--- src/rtl/readout_sequencer_if.sv ---
// ---------------------------------------------------------------------------
// readout_sequencer_if
// Downstream sample stream of the readout sequencer.
//   out_data  : sample captured from the selected channel
//   out_chan  : index of the channel that supplied out_data
//   out_valid : sample present, held until accepted
//   out_ready : sink accepts; a transfer happens when valid and ready are both 1
// Modports: master = sequencer side, slave = consumer side.
// ---------------------------------------------------------------------------
interface readout_sequencer_if #(
    parameter int WIDTH = 12
);
    logic [WIDTH-1:0] out_data;
    logic [3:0]       out_chan;
    logic             out_valid;
    logic             out_ready;

    modport master (output out_data, out_chan, out_valid, input out_ready);
    modport slave  (input out_data, out_chan, out_valid, output out_ready);
endinterface

--- src/rtl/readout_sequencer.sv ---
// ---------------------------------------------------------------------------
// readout_sequencer
// Walks the enabled channels of one event in ascending order, requests each
// digitizer, waits for it, then streams its samples until the channel
// reports done. One sample per 3 cycles at best (PRESENT + 2 SETTLE cycles).
//
// Parameters: NCH (channels, 1..16), WIDTH (sample bits), TMO (timeout cycles)
// Ports:
//   clk, reset_n          : clock, asynchronous active-low reset
//   start, chan_mask      : event request and channel enables (sampled on accept)
//   ro_enable, rodone_n   : per-channel ready / done (active-low) status
//   ch_data               : channel i sample on [i*WIDTH +: WIDTH]
//   read_request          : one-hot request to the channel being served
//   spi_done              : one-cycle "sample consumed" pulse to that channel
//   out_if (master)       : downstream valid/ready sample stream
//   busy, err             : event in progress / sticky timeout flag
//
// Optional feature: define READOUT_TIMEOUT_EN to build the REQUEST/PRESENT
// timeout counter; otherwise err is tied low and both states wait forever.
// ---------------------------------------------------------------------------
module readout_sequencer #(
    parameter int NCH   = 4,
    parameter int WIDTH = 12,
    parameter int TMO   = 1023
) (
    input  logic                 clk,
    input  logic                 reset_n,
    input  logic                 start,
    input  logic [NCH-1:0]       chan_mask,
    input  logic [NCH-1:0]       ro_enable,
    input  logic [NCH-1:0]       rodone_n,
    input  logic [NCH*WIDTH-1:0] ch_data,
    output logic [NCH-1:0]       read_request,
    output logic [NCH-1:0]       spi_done,
    readout_sequencer_if.master  out_if,
    output logic                 busy,
    output logic                 err
);
    localparam int PW = (NCH > 1) ? $clog2(NCH) : 1;

    typedef enum logic [2:0] {IDLE, SELECT, REQUEST, SETTLE, PRESENT, NEXT} state_e;

    state_e           state_q, state_d;
    logic [PW-1:0]    ptr_q, ptr_d;
    logic [NCH-1:0]   mask_q, mask_d;
    logic             settle_q, settle_d;
    logic             done_q;
    logic [WIDTH-1:0] out_data_q;
    logic [3:0]       out_chan_q;

    logic             accept, xfer, capture, tmo_hit, tmo_fire;
    logic [PW-1:0]    sel_ptr;
    logic             sel_found;
    logic [NCH-1:0]   ptr_onehot;
    logic             sel_en, sel_done_n;
    logic [WIDTH-1:0] sel_data;

    // Per-channel views of the channel under ptr, plus the next enabled
    // channel at or above ptr (scan from the top so the lowest index wins).
    always_comb begin
        sel_ptr    = ptr_q;
        sel_found  = 1'b0;
        ptr_onehot = '0;
        sel_en     = 1'b0;
        sel_done_n = 1'b1;
        sel_data   = '0;
        for (int i = NCH - 1; i >= 0; i--) begin
            if (mask_q[i] && (i >= int'(ptr_q))) begin
                sel_ptr   = PW'(i);
                sel_found = 1'b1;
            end
            if (ptr_q == PW'(i)) begin
                ptr_onehot[i] = 1'b1;
                sel_en        = ro_enable[i];
                sel_done_n    = rodone_n[i];
                sel_data      = ch_data[i*WIDTH +: WIDTH];
            end
        end
    end

    assign accept = (state_q == IDLE) && start && (chan_mask != '0);

    // NOTE: every signal driven here gets a default before the case so no
    // path leaves it unassigned -- that is what keeps latches out.
    always_comb begin
        state_d  = state_q;
        ptr_d    = ptr_q;
        mask_d   = mask_q;
        settle_d = 1'b0;
        capture  = 1'b0;
        xfer     = 1'b0;
        tmo_fire = 1'b0;
        case (state_q)
            IDLE: begin
                if (accept) begin
                    state_d = SELECT;
                    ptr_d   = '0;
                    mask_d  = chan_mask;
                end
            end
            SELECT: begin
                if (sel_found) begin
                    ptr_d   = sel_ptr;
                    state_d = REQUEST;
                end else begin
                    state_d = IDLE;
                end
            end
            REQUEST: begin
                if (sel_en) begin
                    state_d = SETTLE;
                end else if (tmo_hit) begin
                    state_d  = NEXT;
                    tmo_fire = 1'b1;
                end
            end
            SETTLE: begin
                if (!settle_q) begin
                    settle_d = 1'b1;
                end else if (!sel_done_n || !sel_en) begin
                    state_d = NEXT;
                end else begin
                    capture = 1'b1;
                    state_d = PRESENT;
                end
            end
            PRESENT: begin
                if (out_if.out_ready) begin
                    xfer    = 1'b1;
                    state_d = SETTLE;
                end else if (tmo_hit) begin
                    state_d  = NEXT;
                    tmo_fire = 1'b1;
                end
            end
            NEXT: begin
                if (ptr_q == PW'(NCH - 1)) begin
                    state_d = IDLE;
                end else begin
                    ptr_d   = ptr_q + PW'(1);
                    state_d = SELECT;
                end
            end
            default: state_d = IDLE;
        endcase
    end

    // NOTE: sequential state uses non-blocking assignments only, so every
    // register sees the pre-edge value of every other register.
    always_ff @(posedge clk or negedge reset_n) begin
        if (!reset_n) begin
            state_q    <= IDLE;
            ptr_q      <= '0;
            mask_q     <= '0;
            settle_q   <= 1'b0;
            done_q     <= 1'b0;
            out_data_q <= '0;
            out_chan_q <= '0;
        end else begin
            state_q  <= state_d;
            ptr_q    <= ptr_d;
            mask_q   <= mask_d;
            settle_q <= settle_d;
            done_q   <= xfer;
            if (capture) begin
                out_data_q <= sel_data;
                out_chan_q <= 4'(ptr_q);
            end
        end
    end

`ifdef READOUT_TIMEOUT_EN
    localparam int TW = $clog2(TMO + 1);
    logic [TW-1:0] tmo_cnt_q;
    logic          err_q;

    // Fires on the TMO-th consecutive cycle spent waiting in one state.
    assign tmo_hit = ((state_q == REQUEST) || (state_q == PRESENT)) &&
                     (tmo_cnt_q == TW'(TMO - 1));

    always_ff @(posedge clk or negedge reset_n) begin
        if (!reset_n) begin
            tmo_cnt_q <= '0;
            err_q     <= 1'b0;
        end else begin
            if (state_d != state_q) begin
                tmo_cnt_q <= '0;
            end else if ((state_q == REQUEST) || (state_q == PRESENT)) begin
                tmo_cnt_q <= tmo_cnt_q + TW'(1);
            end
            if (accept) begin
                err_q <= 1'b0;
            end else if (tmo_fire) begin
                err_q <= 1'b1;
            end
        end
    end

    assign err = err_q;
`else
    // Timeout compiled out: keep TMO and the hook referenced, err stays low.
    logic tmo_unused;
    assign tmo_hit    = 1'b0;
    assign tmo_unused = tmo_fire | (TMO == 0);
    assign err        = 1'b0;
`endif

    // The request stays up from REQUEST through PRESENT and drops in NEXT.
    assign read_request = ((state_q == REQUEST) || (state_q == SETTLE) ||
                           (state_q == PRESENT)) ? ptr_onehot : '0;
    assign spi_done     = done_q ? ptr_onehot : '0;
    assign busy         = (state_q != IDLE);

    assign out_if.out_valid = (state_q == PRESENT);
    assign out_if.out_data  = out_data_q;
    assign out_if.out_chan  = out_chan_q;
endmodule

--- src/flat_wrapper.sv ---
// flat-port wrapper written by rule: the top's interface ports become plain ports
module readout_sequencer_flat 
#(
    parameter int NCH   = 4,
    parameter int WIDTH = 12,
    parameter int TMO   = 1023
)
  (clk, reset_n, start, chan_mask, ro_enable, rodone_n, ch_data, read_request, spi_done, busy, err, out_if_out_data, out_if_out_chan, out_if_out_valid, out_if_out_ready);
  readout_sequencer_if #(.WIDTH(WIDTH)) out_if_i ();
  input  logic clk;
  input  logic reset_n;
  input  logic start;
  input  logic [NCH-1:0] chan_mask;
  input  logic [NCH-1:0] ro_enable;
  input  logic [NCH-1:0] rodone_n;
  input  logic [NCH*WIDTH-1:0] ch_data;
  output logic [NCH-1:0] read_request;
  output logic [NCH-1:0] spi_done;
  output logic busy;
  output logic err;
  output wire logic [$bits(out_if_i.out_data)-1:0] out_if_out_data;
  output wire logic [$bits(out_if_i.out_chan)-1:0] out_if_out_chan;
  output wire logic [$bits(out_if_i.out_valid)-1:0] out_if_out_valid;
  input wire logic [$bits(out_if_i.out_ready)-1:0] out_if_out_ready;
  assign out_if_out_data = out_if_i.out_data;
  assign out_if_out_chan = out_if_i.out_chan;
  assign out_if_out_valid = out_if_i.out_valid;
  assign out_if_i.out_ready = out_if_out_ready;
  readout_sequencer #(.NCH(NCH), .WIDTH(WIDTH), .TMO(TMO)) u_core (.clk(clk), .reset_n(reset_n), .start(start), .chan_mask(chan_mask), .ro_enable(ro_enable), .rodone_n(rodone_n), .ch_data(ch_data), .read_request(read_request), .spi_done(spi_done), .out_if(out_if_i), .busy(busy), .err(err));
endmodule
--- config.mk ---
export PLATFORM = sky130hd
export DESIGN_NAME = readout_sequencer_flat
export DESIGN_NICKNAME = d
export VERILOG_FILES = /design/src/rtl/readout_sequencer_if.sv /design/src/rtl/readout_sequencer.sv /design/src/flat_wrapper.sv
export SDC_FILE = /design/constraint.sdc
export NUM_CORES = 1
export LEC_CHECK = 0
export ABC_AREA = 1
export BUFFER_PORTS_ARGS = -buffer_cell sky130_fd_sc_hd__buf_2
export CAP_MARGIN = 20
export CORE_MARGIN = 2
export CORE_UTILIZATION = 50
export DETAILED_ROUTE_END_ITERATION = 7
export GPL_TIMING_DRIVEN = 0
export PLACE_DENSITY = 0.86
export SYNTH_ARGS = -nofsm -noshare
export SYNTH_HDL_FRONTEND = slang
export SYNTH_SLANG_ARGS = --single-unit
--- constraint.sdc ---
create_clock -name clk -period 3.7 [get_ports clk]
set_clock_uncertainty 0.2 [all_clocks]
set_input_delay 0.185 -clock clk [delete_from_list [all_inputs] [get_ports clk]]
set_output_delay 0.185 -clock clk [all_outputs]
set_load 0.05 [all_outputs]
==> flow_summary.ini <==
[yosys]
avgSynthCellArea_sq_um = 7.50
synth_top_cell_area_share = 0.340
yosys_warnings = 0
synth_top_cells_by_area = dfrtp_1 34%, nand2_1 11%, a21oi_1 9.0%
netlist_instances = 245
ys_seq_area_frac = 0.340
ys_types = 26
ys_ff_latch = 25
synth_area_sq_mm = 0.00184
yosysTopAreaCell = dfrtp_1

[cts]
ctsHoldBuffers = 6
clk_latency_ps = 270
worst_setup_hold_path_clk_slew_ps = 100
numCtsBuffers = 3
cts_sinks = 25
postCtsSetupRepairBufs = 0
cts.path.max_buffers = 2
cts_max_level = 1
cts_tree = yes
cts_resized = 0
cts_root_buf = clkbuf_8

[setup_path]
cpPeakStageDelay_ps = 460
r2r_slack_ps = 1540
worstReg2RegStart = u_core.ptr_q[0]
critPathLaunch = u_core.ptr_q[1]
critPathSlowestCell = dfrtp_1
cp_max_fo = 10
critPathCaptureType = primary output
r2r_end = u_core.out_if.out_data[9]
cp.required_ps = 3310
path_class = flip-flop to primary output
worstPathCellList = inv_1 > ha_1 > buf_2 > clkbuf_1 > nand2_1 > inv_1 > buf_2
worstRegToRegCells = 10
critical_path_arrival_ps = 2040
crit_path_start_kind = flip-flop

[global_routing]
grt_pass1_wl_um = 7610
antenna_found_initial = 0
grt_start_max_net_pins = 26
grt_overflow_total = 0
grt_usage = 0.230
grt_pass1_vias = 1832

[cells_and_area]
multi_input_area_sq_mm = 0.00102
final.fill_count = 291
nets = 414
final_cell_mix = 92 x buf_2, 53 x nand2_1, 33 x a21oi_1, 25 x nor2_1, 25 x dfrtp_1
final_common_cell = buf_2
drive_above_1_share = 0.398
finish.instance_area_sq_mm = 0.00245
area.sequential_sq_um = 626
syn_to_final_growth_pct = 33.3
num_antenna_cells = 0

[detailed_routing]
drtAntennaViolNets = 0
viasPerCell = 4.96
wl_per_cell_um = 11.8
drt-initial-drc-count = 58
drtPass1Iterations = 4
drc = 0
vias = 1943
wirelength_um = 4610

[timing]
period_minus_slack_ps = 2420
hold_violations = 0
timing.fmax_mhz = 413
drv_slew = 0
period_share = 0.655
worstMarginPinSlew_ps = 549
max-slew-margin-rel = 0.634
final.setup.tns_ps = 0
rsz0062_at_grt = no
setup_viol = 0

[floorplanning]
die_y_um = 64.6
start_util = 0.510
die-area_sq_mm = 0.00418
row_count = 22
ios = 91
core-area_sq_mm = 0.00361
fp.dieW_um = 64.6

[place]
dpl-instance-area_sq_mm = 0.00234
io_buffers = 87
dp.final_hpwl_um = 3550
gp_congestion = 0.878

[worst_hold_path]
whs_path_depth = 3
hold_path.class = input port to flip-flop
holdPathEnd = u_core.out_if.out_data[6]
hold_path_startpoint = ch_data[6]

[pwr]
ir_worst_vdd_uv = 514
power_leakage_uw = 0.00141
power_per_cell_area_mw_per_mm2 = 710

[run_status]
status = finished clean

[flow_run]
drv_cap = 0
-- registers in the layout, summed over array words and instances, names as in the netlist --
signal                  count
u_core.out_if.out_data     12
u_core.mask_q               4
u_core.state_q              3
u_core.out_if.out_chan      2
u_core.ptr_q                2
u_core.done_q               1
u_core.settle_q             1
-- final cells by class --
type                    instances  area share
repair buffers                 93       0.202
clock buffers                   3      0.0169
multi-input cells             180       0.417
clock inverters                 1     0.00306
inverters                      29      0.0444
flip-flops and latches         25       0.255
plain buffers                  13      0.0363
well taps                      48      0.0245
-- layer usage --
metal	track usage	share of wire	vias to the layer above
met3	0.0417	0.072	9
li1	-	-	983
met4	0.0638	0.015	0
met5	0	0	-
met2	0.452	0.50	79
met1	0.248	0.42	872
-- cell families (layout without fill, tap and decap cells) --
| kind of cell | Yosys count | in the layout | synth area share |
|---|---|---|---|
| and+or+nand+nor | 101 | 101 | 0.252 |
| DFF | 25 | 25 | 0.340 |
| muxes | 13 | 13 | 0.0715 |
| buffers and inverters | 42 | 139 | 0.108 |
| adders and majority gates | 5 | 5 | 0.0340 |
| AOI/OAI and AO/OA | 58 | 58 | 0.193 |
| other | 1 | 3 | 0.00204 |
-- worst max-delay path, delay by kind of cell, from the launching register on --
kind | cells | cell delay, ps
fa+ha+maj | 1 | 150
simple gates | 1 | 110
buf+inv | 5 | 1050
flops | 1 | 460
-- metrics by stage --
step           setup slack, ps  power, uW  std cells  hold WS (ps)   util
2_1_floorplan             1510       1330        247          -311      -
3_3_place_gp              1570       1540        382          6.78  0.649
3_5_place_dp              1540       1570        382          14.4  0.649
4_1_cts                   1260       1740        392          10.9  0.679
5_1_grt                   1110       1880        392          14.7  0.679
6_report                  1280       1740        392          7.22  0.679
-- cells in the mapped netlist --
cell,number
a21oi_1,33
nand2_2,7
dfrtp_1,25
nand3_2,1
nand2_1,53
buf_6,3
nor2_4,2
o21ai_2,14
buf_4,3
conb_1,1
mux2i_1,12
nand3_1,7
clkbuf_1,2
nand3_4,1
ha_1,5
a21oi_2,2
buf_2,5
nor2_1,25
nor3_1,3
nand3b_4,1
mux2_2,1
inv_2,5
o22ai_1,3
inv_1,24
nor2_2,1
o21ai_0,6
-- where the power goes --
group	total, uW	internal, uW	switching, uW
sequential	438	366	72.8
combinational	1130	377	755
clock	169	76.4	92.5
total	1740	819	920
-- worst max-delay path by stage --
stage	endpoint	slack (ps)
2_1_floorplan	read_request[0]	1510
3_5_place_dp	u_core.out_if.out_data[9]	1540
4_1_cts	spi_done[1]	1260
5_1_grt	spi_done[1]	1110
3_3_place_gp	u_core.out_if.out_data[9]	1570
6_report	spi_done[1]	1280
No activity file was read; power rests on OpenSTA's default activity.
